$ cat src/rtl/fp_add_pipe.sv
// fp_add_pipe: fully pipelined floating-point adder/subtractor with
// round-to-nearest-even, flush-to-zero for denormals and exception flags.
//
// Ports:
//   Clock        rising-edge clock
//   Reset        synchronous, active-high; clears every valid bit and outputs
//   Op1, Op2     operands {sign, exponent, mantissa}
//   Sub          1: Result = Op1 - Op2, 0: Result = Op1 + Op2
//   InputValid   operation present this cycle
//   Result       packed result, held while ResultValid is low
//   ResultValid  one-cycle strobe per accepted operation
//   Flags        {invalid, overflow, underflow, inexact}, valid with ResultValid
//
// Handshake: there is no ready. An operation is accepted on every rising edge
// where InputValid=1 and Reset=0. Its result appears with ResultValid=1
// exactly 4 edges later. Results leave in issue order, one per cycle.
//
// Pipeline: capture -> s1 unpack/swap -> s2 align/add -> s3 normalise
//           -> output register (round/pack).
module fp_add_pipe #(
  parameter int EXP_W = 8,
  parameter int MAN_W = 23,
  localparam int W = 1 + EXP_W + MAN_W
) (
  input  logic         Clock,
  input  logic         Reset,
  input  logic [W-1:0] Op1,
  input  logic [W-1:0] Op2,
  input  logic         Sub,
  input  logic         InputValid,
  output logic [W-1:0] Result,
  output logic         ResultValid,
  output logic [3:0]   Flags
);

  localparam int SW  = MAN_W + 4;                  // {hidden, man, G, R, S}
  localparam int LZW = $clog2(SW + 1);
  // Signed working exponent: holds 2^EXP_W and -(SW) without wrapping.
  localparam int XW  = ((EXP_W > LZW) ? EXP_W : LZW) + 2;
  localparam logic [EXP_W-1:0] EMAX = '1;
  localparam logic [W-1:0] QNAN = {1'b0, {EXP_W{1'b1}}, 1'b1, {(MAN_W-1){1'b0}}};
  localparam logic signed [XW-1:0] EMAX_X = $signed({{(XW-EXP_W){1'b0}}, EMAX});
  localparam logic signed [XW-1:0] ONE_X  = $signed({{(XW-1){1'b0}}, 1'b1});

  // ---------------- capture ----------------
  logic         v0;
  logic [W-1:0] x0, y0;

  always_ff @(posedge Clock) begin
    if (Reset) v0 <= 1'b0;
    else       v0 <= InputValid;
    if (InputValid) begin
      x0 <= Op1;
      y0 <= {Op2[W-1] ^ Sub, Op2[W-2:0]};   // subtraction folded into sign
    end
  end

  // ---------------- stage 1: classify, swap ----------------
  logic             xs, ys, x_zero, y_zero, x_inf, y_inf, x_nan, y_nan, swap;
  logic [EXP_W-1:0] xe, ye, a_e, b_e;
  logic [MAN_W-1:0] xm, ym, xm_eff, ym_eff, a_m, b_m;
  logic             a_s;
  logic             spc_d;
  logic [W-1:0]     spc_res_d;
  logic [3:0]       spc_flg_d;

  assign xs = x0[W-1];
  assign ys = y0[W-1];
  assign xe = x0[W-2:MAN_W];
  assign ye = y0[W-2:MAN_W];
  assign xm = x0[MAN_W-1:0];
  assign ym = y0[MAN_W-1:0];
  // Exponent 0 covers both zero and denormal; denormals are flushed.
  assign x_zero = (xe == '0);
  assign y_zero = (ye == '0);
  assign x_inf  = (xe == EMAX) && (xm == '0);
  assign y_inf  = (ye == EMAX) && (ym == '0);
  assign x_nan  = (xe == EMAX) && (xm != '0);
  assign y_nan  = (ye == EMAX) && (ym != '0);
  assign xm_eff = x_zero ? '0 : xm;
  assign ym_eff = y_zero ? '0 : ym;
  assign swap   = {ye, ym_eff} > {xe, xm_eff};
  assign a_s    = swap ? ys : xs;
  assign a_e    = swap ? ye : xe;
  assign b_e    = swap ? xe : ye;
  assign a_m    = swap ? ym_eff : xm_eff;
  assign b_m    = swap ? xm_eff : ym_eff;

  // Special results bypass the arithmetic path and ride down the pipe.
  always_comb begin
    spc_d     = 1'b0;
    spc_res_d = '0;
    spc_flg_d = 4'b0000;
    if (x_nan || y_nan) begin
      spc_d     = 1'b1;
      spc_res_d = QNAN;
    end else if (x_inf && y_inf && (xs != ys)) begin
      spc_d     = 1'b1;
      spc_res_d = QNAN;
      spc_flg_d = 4'b1000;
    end else if (x_inf || y_inf || x_zero || y_zero) begin
      spc_d = 1'b1;
      // The inf or the nonzero operand always sorts to A.
      if (x_zero && y_zero) spc_res_d = {xs & ys, {(W-1){1'b0}}};
      else                  spc_res_d = {a_s, a_e, a_m};
    end
  end

  logic             v1, s1_sign, s1_sub, s1_spc;
  logic [EXP_W-1:0] s1_exp, s1_d;
  logic [MAN_W-1:0] s1_ma, s1_mb;
  logic [W-1:0]     s1_res;
  logic [3:0]       s1_flg;

  always_ff @(posedge Clock) begin
    if (Reset) v1 <= 1'b0;
    else       v1 <= v0;
    s1_sign <= a_s;
    s1_sub  <= xs ^ ys;
    s1_exp  <= a_e;
    s1_d    <= a_e - b_e;
    s1_ma   <= a_m;
    s1_mb   <= b_m;
    s1_spc  <= spc_d;
    s1_res  <= spc_res_d;
    s1_flg  <= spc_flg_d;
  end

  // ---------------- stage 2: align, add ----------------
  logic [SW-1:0] sig_a, sig_b, b_al, lost_mask;
  logic [SW:0]   sum_d;

  assign sig_a = {1'b1, s1_ma, 3'b000};
  assign sig_b = {1'b1, s1_mb, 3'b000};

  always_comb begin
    lost_mask = ~({SW{1'b1}} << s1_d);
    if (int'(s1_d) >= MAN_W + 3)
      b_al = {{(SW-1){1'b0}}, 1'b1};          // B survives only as sticky
    else
      b_al = (sig_b >> s1_d) | {{(SW-1){1'b0}}, |(sig_b & lost_mask)};
    if (s1_sub) sum_d = {1'b0, sig_a} - {1'b0, b_al};
    else        sum_d = {1'b0, sig_a} + {1'b0, b_al};
  end

  logic             v2, s2_sign, s2_spc;
  logic [EXP_W-1:0] s2_exp;
  logic [SW:0]      s2_sum;
  logic [W-1:0]     s2_res;
  logic [3:0]       s2_flg;

  always_ff @(posedge Clock) begin
    if (Reset) v2 <= 1'b0;
    else       v2 <= v1;
    s2_sign <= s1_sign;
    s2_exp  <= s1_exp;
    s2_sum  <= sum_d;
    s2_spc  <= s1_spc;
    s2_res  <= s1_res;
    s2_flg  <= s1_flg;
  end

  // ---------------- stage 3: normalise ----------------
  logic [LZW-1:0]         lz;
  logic [SW-1:0]          norm_d;
  logic signed [XW-1:0]   exp_in, exp_n_d;

  assign exp_in = $signed({{(XW-EXP_W){1'b0}}, s2_exp});

  always_comb begin
    // Ascending scan: the highest set bit is the last one written.
    lz = LZW'(SW);
    for (int i = 0; i < SW; i++)
      if (s2_sum[i]) lz = LZW'(SW - 1 - i);
    if (s2_sum[SW]) begin
      norm_d  = {s2_sum[SW:2], s2_sum[1] | s2_sum[0]};
      exp_n_d = exp_in + ONE_X;
    end else begin
      norm_d  = s2_sum[SW-1:0] << lz;
      exp_n_d = exp_in - $signed({{(XW-LZW){1'b0}}, lz});
    end
  end

  logic                 v3, s3_sign, s3_zero, s3_spc;
  logic signed [XW-1:0] s3_exp;
  logic [SW-1:0]        s3_n;
  logic [W-1:0]         s3_res;
  logic [3:0]           s3_flg;

  always_ff @(posedge Clock) begin
    if (Reset) v3 <= 1'b0;
    else       v3 <= v2;
    s3_sign <= s2_sign;
    s3_zero <= (s2_sum == '0);
    s3_exp  <= exp_n_d;
    s3_n    <= norm_d;
    s3_spc  <= s2_spc;
    s3_res  <= s2_res;
    s3_flg  <= s2_flg;
  end

  // ---------------- stage 4: round, pack ----------------
  logic                 g, r, st, lsb, inc;
  logic [MAN_W+1:0]     rnd;
  logic [MAN_W-1:0]     man_f;
  logic signed [XW-1:0] exp_f;
  logic [W-1:0]         res_d;
  logic [3:0]           flg_d;

  assign lsb = s3_n[3];
  assign g   = s3_n[2];
  assign r   = s3_n[1];
  assign st  = s3_n[0];
  assign inc = g & (r | st | lsb);
  assign rnd = {1'b0, s3_n[SW-1:3]} + {{(MAN_W+1){1'b0}}, inc};

  always_comb begin
    if (rnd[MAN_W+1]) begin
      man_f = rnd[MAN_W:1];
      exp_f = s3_exp + ONE_X;
    end else begin
      man_f = rnd[MAN_W-1:0];
      exp_f = s3_exp;
    end
    res_d = {s3_sign, exp_f[EXP_W-1:0], man_f};
    flg_d = {3'b000, g | r | st};
    if (s3_spc) begin
      res_d = s3_res;
      flg_d = s3_flg;
    end else if (s3_zero) begin
      res_d = '0;                               // exact cancellation is +0
      flg_d = 4'b0000;
    end else if (exp_f >= EMAX_X) begin
      res_d = {s3_sign, EMAX, {MAN_W{1'b0}}};
      flg_d = 4'b0101;
    end else if (exp_f[XW-1] || (exp_f == '0)) begin
      res_d = {s3_sign, {(W-1){1'b0}}};
      flg_d = 4'b0011;
    end
  end

  always_ff @(posedge Clock) begin
    if (Reset) begin
      ResultValid <= 1'b0;
      Result      <= '0;
      Flags       <= 4'b0000;
    end else begin
      ResultValid <= v3;
      if (v3) begin
        Result <= res_d;
        Flags  <= flg_d;
      end
    end
  end

endmodule
$ cat config.mk
export PLATFORM = sky130hd
export DESIGN_NAME = fp_add_pipe
export DESIGN_NICKNAME = d
export VERILOG_FILES = /design/src/rtl/fp_add_pipe.sv
export SDC_FILE = /design/constraint.sdc
export NUM_CORES = 1
export LEC_CHECK = 0
export ABC_CLOCK_PERIOD_IN_PS = 10400
export BUFFER_PORTS_ARGS = -buffer_cell sky130_fd_sc_hd__clkbuf_2
export CAP_MARGIN = 10
export CORE_UTILIZATION = 65
export CTS_CLUSTER_DIAMETER = 200
export DETAILED_ROUTE_END_ITERATION = 8
export MAX_ROUTING_LAYER = met4
export PLACE_DENSITY = 0.84
export SETUP_SLACK_MARGIN = 0.1
export SLEW_MARGIN = 20
export SYNTH_ARGS = -nofsm -noshare
export SYNTH_HDL_FRONTEND = slang
export SYNTH_SLANG_ARGS = --single-unit
$ cat constraint.sdc
create_clock -name Clock -period 10.4 [get_ports Clock]
set_clock_uncertainty 0.2 [all_clocks]
set_input_delay 1.56 -clock Clock [delete_from_list [all_inputs] [get_ports Clock]]
set_output_delay 1.56 -clock Clock [all_outputs]
set_load 0.05 [all_outputs]
Yosys cells after proc, flatten, opt, wreduce, memory -nomap -nowiden:

Index checks and enable logic that the tools add are counted.

* add/subtract/negate cells: 7
* order comparisons: 3
* eq/ne operators: 3
* shifts and indexed selects: 3
* mux-type cells: 52
* bitwise gates (word level): 13
* reductions and logical operators: 24

Operator list (count)
* $mux 5: 26
* $mux 23: 5
* $mux 32: 3
* $mux 31: 3
* $logic_not 23->1: 2
* $reduce_bool 23->1: 2
* $gt 31x31->1: 1
* $add 27x27->28: 1
* $logic_not 28->1: 1
* $mux 28: 1
* $sub 27x27->28: 1
* $and 27x27->27: 1
* $mux 27: 1
* $not 27->27: 1
* $or 27x1->27: 1
* $reduce_or 27->1: 1
* $shl 27x5->27: 1
* $shl 27x8->27 const A: 1
* $shr 27x8->27: 1
* $mux 26: 1
* $add 24x1->25: 1
* $mux 10: 2
* $eq 8x8->1 const B: 2
* $logic_not 8->1: 2
* 22 further kinds: 43

* register bits: 356
* input bits: 68
* output and inout bits: 37
* word-level logic and storage cells: 139

Depth between registers and ports, before layout:

Gate-level depths: netlist (run 1).

* depth after elaboration: 29
* gate-level depth with buffers: 26
* gate-level depth less buffers: 22

Worst setup path after synthesis (run 1):

Ideal clock, no wire load.

* kind: register to register
* start: register s1_d[0]
* end: register s2_sum[25]
* library setup time: 0.116 ns
* arrival time: 4.628 ns
* required time: 10.084 ns
* slack: 5.456 ns
* stages on the path, launching flop included: 27
* buffers on the path: 5
* period minus slack after synthesis: 4.944 ns
* cell sequence: dfxtp_1 buf_2 buf_2 buf_2 buf_1 clkbuf_1 nand2_1 o211ai_1 o21ai_0 a22oi_1 nor2_1 o21ai_0 inv_1 ha_1 inv_1 fa_1 o21bai_1 a21oi_1 o21ai_0 a311oi_1 a31oi_1 o21ai_0 o41ai_1 o41ai_1 xor2_1 nor2_1 a31o_1

* cells in the longest elaborated chain, start to end: 8
* elaborated cells between the ends (all ways): 11
* those cells by class: add/sub: 2; order compare: 1; shift: 2; mux: 2; bitwise: 3; reduce/logical: 1

RTL lines
* from (decl): line 110 `logic [EXP_W-1:0] s1_exp, s1_d;`
* from (signal assigned): line 121 `s1_d <= a_e - b_e;`
* $shl 27x8->27: line 137 `lost_mask = ~({SW{1'b1}} << s1_d);`
* $not 27->27: line 137
* $and 27x27->27: line 141 `b_al = (sig_b >> s1_d) | {{(SW-1){1'b0}}, |(sig_b & lost_mask)};`
* $reduce_or 27->1: line 141
* $or 27x1->27: line 141
* $mux 27 (*): line 138 `if (int'(s1_d) >= MAN_W + 3)`
* $add 27x27->28 / $sub 27x27->28 (equally long branches): line 143, 142
* $mux 28 (*): line 142 `if (s1_sub) sum_d = {1'b0, sig_a} - {1'b0, b_al};`
* named net sum_d[25]: line 131 `logic [SW:0] sum_d;`
* to (signal assigned): line 157 `s2_sum <= sum_d;`
* to (decl): line 148 `logic [SW:0] s2_sum;`

Mark *: on every way through the listed nets, which the timed path passes. The rest lies on a longest branch.
A chain may end at the register's enable or synchronous reset.

Final worst setup path (run 1):

* start: register y0[23]
* end: register s1_d[6]

* cells in the longest elaborated chain, start to end: 5
* elaborated cells between the ends (all ways): 6
* those cells by class: add/sub: 1; order compare: 1; mux: 3; reduce/logical: 1

RTL lines
* from (decl): line 47 `logic [W-1:0] x0, y0;`
* from (signal assigned): line 54 `y0 <= {Op2[W-1] ^ Sub, Op2[W-2:0]};`
* $logic_not 8->1: line 75 `assign y_zero = (ye == '0);`
* $mux 23: line 81 `assign ym_eff = y_zero ? '0 : ym;`
* $gt 31x31->1: line 82 `assign swap = {ye, ym_eff} > {xe, xm_eff};`
* $mux 8, on equally long branches: line 84, 85
* $sub 8x8->8 (*): line 121

Every way passes the cells marked *; elsewhere a longest branch is shown, timed or not.

==> metrics.cfg, run 1 <==
[status]
status = complete, no violations

[grt]
grt-ovfl-total = 0
grt_pass1_wl_mm = 80.4
grtUsageTotal_pct = 37.5
grt_pass1_vias = 14745
antenna_found_initial = 0
grt_max_degree = 87

[clock_network]
cts-resized-gates = 0
cts-root-buf = clkbuf_16
cts.sinks = 347
clockBufferDepth = 3
post-cts-setup-buffer-count = 0
hold_buffers = 0
clk_pin_slew_ns = 0.06
h-tree-depth = 2
cts_buffers = 35
cts_tree = done
clock_latency_ns = 0.53

[sta]
fin_ws_ns = 4.54
rsz0062_at_grt = no
slew_headroom_pct = 23.9
worst_pin_slew_ns = 1.14
finalCritPeriodShare_pct = 56.3
hold_violations = 0
tns_ns = 0
fmax_mhz = 171
slew_violations = 0
worst_hold_slack_ns = 0.119
fin_crit_ns = 5.86
setup_viol = 0

[hold_path]
hold_path.class = flop to flop

[power_and_ir_drop]
peakVddDrop_v = 0.000204
netSwitchingFraction_pct = 38.9
combPwrFrac_pct = 35.1
power_mw = 4.94
p_switching_mw = 1.92
seq_power_share_pct = 39.2
p_int_mw = 3.02
clkPwrFrac_pct = 25.8
power.leakage_nw = 8.44
powerDensity_nw_per_um2 = 251

[drt]
drcViolationCount = 0
drtIter0Drc = 1687
ant_nets = 0
routed_wl_mm = 51.9
viasPerCell = 6.48
num_vias = 15535
drt_pass1_iterations = 6
wl_per_cell_microns = 21.6

[floorplan]
pin_count = 105
dieArea_sq_um = 28200
die_w_microns = 168
initial_core_util_pct = 66.3
row_count = 60
core_sq_um = 27000
die_h_microns = 168

[worst_setup_path]
worstPathRequired_ns = 10.63
slowest_delay_ns = 0.84
crit_path_end_kind = flop
path_max_fanout = 86
worst_setup_path_start_kind = flop
cp_data_arrival_time_ns = 6.09
crit_chain = nor4_1, nand2_1, nand2_1, inv_1, ha_1, a21o_1, a21o_1, a21oi_1, nor2_1, a2111oi_0, a21oi_4, buf_4, nand2b_1, o21ai_0, or3_1, nand3_1, a311oi_1
crit_slowest_cell = a2111oi_0
crit_type = flop to flop

[final_layout]
stdcell_count = 2399
fin_area_sq_um = 19700
post-route-util_pct = 73.1
fin_nets = 2188
synthToLayoutAreaGrowth_pct = 10.2
drive_gt1_share_pct = 11.5

[placed_design]
place.gp.congestion = 1.07
place_area_sq_um = 18500
place_inst = 2334
hpwl_mm = 37.8
port_buffers = 104
dp_slack_ns = 4.91

[synth]
synth-xor-area-share_pct = 3.23
synth_adder_area_share_pct = 6.44
synth_compound_gate_area_share_pct = 19.3
syn-num-nets = 2141
syn_inst = 1983
async_reset_ff_share_pct = 0
synth_top_family_by_area = compound AO/OA/AOI/OAI gates
synth_edf_count = 64
synthMuxAreaShare_pct = 6.88
synth-main-ff-cell = dfxtp_1
syn_avg_cell_area_sq_um = 9.02
yosysSeqAreaShare_pct = 42.4
synth.cell_area_sq_um = 17900
synth-warning-count = 0
synth-simple-area-share_pct = 16.8
synth-seq-cells = 347
ys_types = 89

[job]
drv_cap = 0

[cell families (layout without fill, tap and decap cells)]
family / after synthesis / in the layout
AO/OA/AOI/OAI: 525 / 525
XOR/XNOR: 66 / 66
adder cells (fa/ha/maj): 91 / 91
buffers and inverters: 228 / 302
flip-flops: 347 / 347
multiplexers: 112 / 112
other: 0 / 1
AND/OR/NAND/NOR: 614 / 614
[metal layers]
layer	wire (microns)	track usage [%]	vias up
met1	21400	47.6	7254
met5	0	-	-
met2	24200	60.4	863
li1	-	-	7254
met3	3750	4.42	164
met4	2520	16.8	0
[power groups by stage]
stage / Combinational (mW) / Sequential, mW / Clock [mW]
finish: 1.73 / 1.94 / 1.27
global placement: 1.65 / 1.94 / 0
detailed placement: 1.67 / 1.94 / 0
floorplan: 1.31 / 1.79 / 0
global route: 1.87 / 1.95 / 1.34
CTS: 1.69 / 1.92 / 1.29
[worst paths after layout]
path / startpoint / endpoint / slack [ns] / depth (start not counted)
worst max-delay path: y0[23] / s1_d[6] / 4.54 / 17
worst min-delay path: s1_res[1] / s2_res[1] / 0.12 / 0
worst max register to register: y0[23] / s1_d[6] / 4.54 / 17
worst min register to register: s1_res[1] / s2_res[1] / 0.12 / 0
[layout make-up]
class | instances | area (sq um)
inverter | 119 | 447
timing repair buffer | 119 | 633
antenna | 1 | 2.50
tap | 341 | 427
clock inverter | 16 | 195
clock buffer | 48 | 981
fill | 1987 | 7240
multi-input combinational | 1408 | 9430
sequential | 347 | 7590
[registers in the layout, summed over array words and instances, names as in the netlist, 8 cells and up]
register / flops
s1_mb: 23
s3_res: 32
s1_res: 32
s2_sum: 28
x0: 32
s2_res: 32
s1_exp: 8
s1_d: 8
s2_exp: 8
y0: 32
s1_ma: 23
s3_exp: 10
s3_n: 27
Result: 32
[cells in the mapped netlist (all sizes together), types with 7 or more instances]
library cell,instances,area (sq um)
o31ai,17,128
nor4,30,209
o221ai,8,70.1
and3,24,150
mux2i,79,791
a211oi,17,133
buf,27,136
nor3,28,145
xor2,25,219
nand2b,25,156
clkbuf,82,310
nand2,191,717
inv,117,439
dfxtp,283,5670
a21oi,105,526
and2,12,75.1
edfxtp,64,1920
xnor2,41,359
a21o,33,248
o22ai,32,200
a221oi,11,96.3
mux2,27,304
o41ai,9,78.8
a31oi,15,100
or3,7,43.8
nand4,27,169
ha,88,1100
nor2,131,492
nand3,68,340
o21ai,136,684
o21bai,15,113
o21a,14,105
a22oi,33,248
o211ai,12,90.1
o2111ai,8,76.3
nor2b,44,275
[placed cells by master, fill, tap and decap left out, types with 33 or more instances in the layout]
cell type    n
nor2_1     131
inv_1      115
nor2b_1     44
ha_1        88
nand3_1     68
xnor2_1     41
nand2_1    191
dfxtp_1    282
edfxtp_1    64
a21oi_1    104
o21ai_0    130
clkbuf_16   36
clkbuf_2   105
a22oi_1     33
mux2i_1     79
a21o_1      33
[critical path, delay by kind of cell, from the launching register on]
kind,cells,cell delay (ns)
adders and majority gates,1,0.31
DFF,1,0.47
buffers and inverters,2,0.54
and+or+nand+nor,7,1.90
AOI/OAI and AO/OA,7,2.31
(Power assumes the default switching activity.)
==> inputs of run 2 (changes only) <==
ABC_CLOCK_PERIOD_IN_PS = 5950   (was 10400)
CORE_UTILIZATION = 62   (was 65)
PLACE_DENSITY = 0.81   (was 0.84)
clock period = 5.95 ns   (was 10.4 ns; I/O delays follow)
==> run 2 against run 1 <==
Net effect: clock power up 81%; critical path type unchanged; combinational power increased by 75%; via count grew 0.10%; worst setup slack got worse by 4.1 ns; largest power group unchanged; critical endpoint is now s2_sum[25]; critical path depth grew 5; sequential power grew 76%.
==> metrics.cfg, run 2 (synthesized netlist as in run 1, its figures left out) <==
[sta]
tns_ns = 0  ; unchanged
hold_violations = 0  ; unchanged
rsz0062_at_grt = no
setup_viol = 0  ; unchanged
fmax_mhz = 183  ; +7.2%
finalCritPeriodShare_pct = 91.9  ; +36 points
slew_violations = 0  ; unchanged
worst_pin_slew_ns = 1.14  ; -0.0000188 ns
slew_headroom_pct = 23.7  ; -0.19 points
fin_crit_ns = 5.47  ; -0.392 ns

[grt]
grt_pass1_wl_mm = 80.1  ; -0.42%
grt-ovfl-total = 0  ; unchanged
grt_max_degree = 69  ; -21%
grt_pass1_vias = 14573  ; -1.2%
grtUsageTotal_pct = 36.6  ; -0.95 points
antenna_found_initial = 0  ; unchanged

[power_and_ir_drop]
power.leakage_nw = 8.51  ; +0.84%
peakVddDrop_v = 0.000281  ; +38%
p_switching_mw = 3.35  ; +74%
power_mw = 8.76  ; +77%
powerDensity_nw_per_um2 = 441  ; +76%
p_int_mw = 5.41  ; +79%
netSwitchingFraction_pct = 38.2  ; -0.68 points
combPwrFrac_pct = 34.6  ; -0.5 points
seq_power_share_pct = 39.1  ; about the same
clkPwrFrac_pct = 26.3  ; +0.5 points

[clock_network]
clockBufferDepth = 3  ; unchanged
hold_buffers = 0  ; unchanged
cts-root-buf = clkbuf_16
clk_pin_slew_ns = 0.06  ; about the same
clock_latency_ns = 0.52  ; about the same
h-tree-depth = 2  ; unchanged
post-cts-setup-buffer-count = 0  ; unchanged
cts_tree = done
cts_buffers = 34  ; -2.9%
cts.sinks = 347  ; unchanged

[placed_design]
hpwl_mm = 39.1  ; +3.2%
place.gp.congestion = 1.02  ; -3.9%
port_buffers = 104  ; unchanged

[floorplan]
row_count = 61  ; +1.7%
core_sq_um = 28100  ; +4.2%
die_h_microns = 172  ; +2.4%
dieArea_sq_um = 29500  ; +4.8%
die_w_microns = 172  ; +2.4%
initial_core_util_pct = 63.6  ; -2.7 points
pin_count = 105  ; unchanged

[worst_setup_path]
r2r-end = s2_sum[25]
timing.rr.start = s1_d[0]
startpoint = s1_d[0]
reg2reg_slack_ns = 0.48  ; -4.06 ns
worstPathRequired_ns = 6.16  ; -4.47 ns
crit_path_end_kind = flop
slowest_delay_ns = 0.69  ; -0.15 ns
crit_end = s2_sum[25]
ff2ff_path_depth = 22  ; +5
cpMostUsedCell = o21ai_0
crit_type = flop to flop
path_max_fanout = 19  ; -78%
crit_slowest_cell = dfxtp_1
worst_setup_path_start_kind = flop
cp_data_arrival_time_ns = 5.68  ; -0.41 ns
crit_chain = buf_4, mux2i_1, nand2_1, a21oi_1, a22oi_1, nor2_1, o21ai_0, inv_1, ha_1, inv_1, fa_1, o21bai_1, a21oi_1, o21ai_0, a311oi_1, a31oi_1, o21ai_0, o41ai_1, o41ai_1, xor2_1, nor2_1, a31o_1

[status]
status = complete, no violations

[final_layout]
post-route-util_pct = 70.7  ; -2.4 points
layout_common_cells = dfxtp_1, nand2_1, nor2_1
fill_cells = 2150  ; +8.2%
synthToLayoutAreaGrowth_pct = 11.1
fin_nets = 2198  ; +0.46%
mostFrequentLayoutCell = dfxtp_1
drive_gt1_share_pct = 11.9  ; +0.39 points

[drt]
wl_per_cell_microns = 21.4  ; -1.1%
drt_pass1_iterations = 6  ; unchanged
viasPerCell = 6.36  ; -1.7%
drcViolationCount = 0  ; unchanged
routed_wl_mm = 52.3  ; +0.76%
ant_nets = 0  ; unchanged
num_vias = 15551  ; +0.10%
drtIter0Drc = 1886  ; +12%

[hold_path]
hold_path.class = flop to flop

[job]
drv_cap = 0  ; unchanged

## run 2: cell count changes in the layout (fill, tap and decap cells not counted), sizes merged
cell | previous run | this run
inv | 120 | 121
buf | 15 | 26
clkinvlp | 3 | 1
clkinv | 10 | 6
bufinv | 2 | 6
clkbuf | 152 | 150
## run 2: power groups by stage
stage / Combinational [mW] / Sequential [mW] / Clock (mW)
2_1_floorplan: 2.28 / 3.13 / 0
3_3_place_gp: 2.92 / 3.43 / 0
3_5_place_dp: 2.93 / 3.44 / 0
4_1_cts: 2.96 / 3.39 / 2.33
5_1_grt: 3.28 / 3.45 / 2.41
6_report: 3.03 / 3.42 / 2.30
## run 2: how the worst min path moves through the flow
stage	cells past startpoint	slack, ns	startpoint	to
floorplan	0	0.11	s1_exp[0]	s2_exp[0]
global placement	0	0.11	s2_res[15]	s3_res[15]
detailed placement	0	0.11	s2_res[17]	s3_res[17]
CTS	0	0.11	s2_res[2]	s3_res[2]
global route	0	0.11	s2_res[2]	s3_res[2]
finish	0	0.11	s2_res[2]	s3_res[2]
## run 2: what timing repair did
action | in CTS | in global routing
resized for setup | 0 | 1
endpoints found under the setup margin | 0 | 2
endpoints found under the hold margin | 0 | 0
## run 2: cell type report
cell class | instances | area (sq um) | share of cell area [%]
tap | 378 | 473 | 2.38
multi-input combinational | 1408 | 9430 | 47.5
timing repair buffer | 130 | 716 | 3.60
antenna | 1 | 2.50 | 0.0126
clock inverter | 15 | 260 | 1.31
sequential | 347 | 7590 | 38.2
clock buffer | 46 | 946 | 4.76
inverter | 119 | 447 | 2.25
## run 2: critical path, delay by kind of cell, from the launching register on
| kind | cells | cell delay (ns) |
|---|---|---|
| AOI/OAI and AO/OA | 12 | 2.72 |
| DFF | 1 | 0.69 |
| adders and majority gates | 2 | 0.54 |
| buffers and inverters | 3 | 0.52 |
| muxes | 1 | 0.25 |
| and+or+nand+nor | 3 | 0.25 |
| xor gates and xnor gates | 1 | 0.17 |
## run 2: per-layer routing
layer / vias up / GRT usage [%] / wire (microns)
li1: 7263 / - / -
met1: 7284 / 45.7 / 21500
met2: 824 / 57.3 / 23900
met3: 180 / 4.26 / 3690
met4: 0 / 21.3 / 3200
met5: - / - / 0
## run 2: stage by stage
step / setup WS, ns / hold slack [ns] / instances / cell area (sq um)
floorplan: 1.01 / 0.110 / 1983 / 17900
global placement: 0.643 / 0.110 / 2382 / 18700
detailed placement: 0.585 / 0.112 / 2382 / 18700
CTS: 0.566 / 0.106 / 2443 / 19900
global route: 0.171 / 0.114 / 2443 / 19900
finish: 0.482 / 0.115 / 2444 / 19900
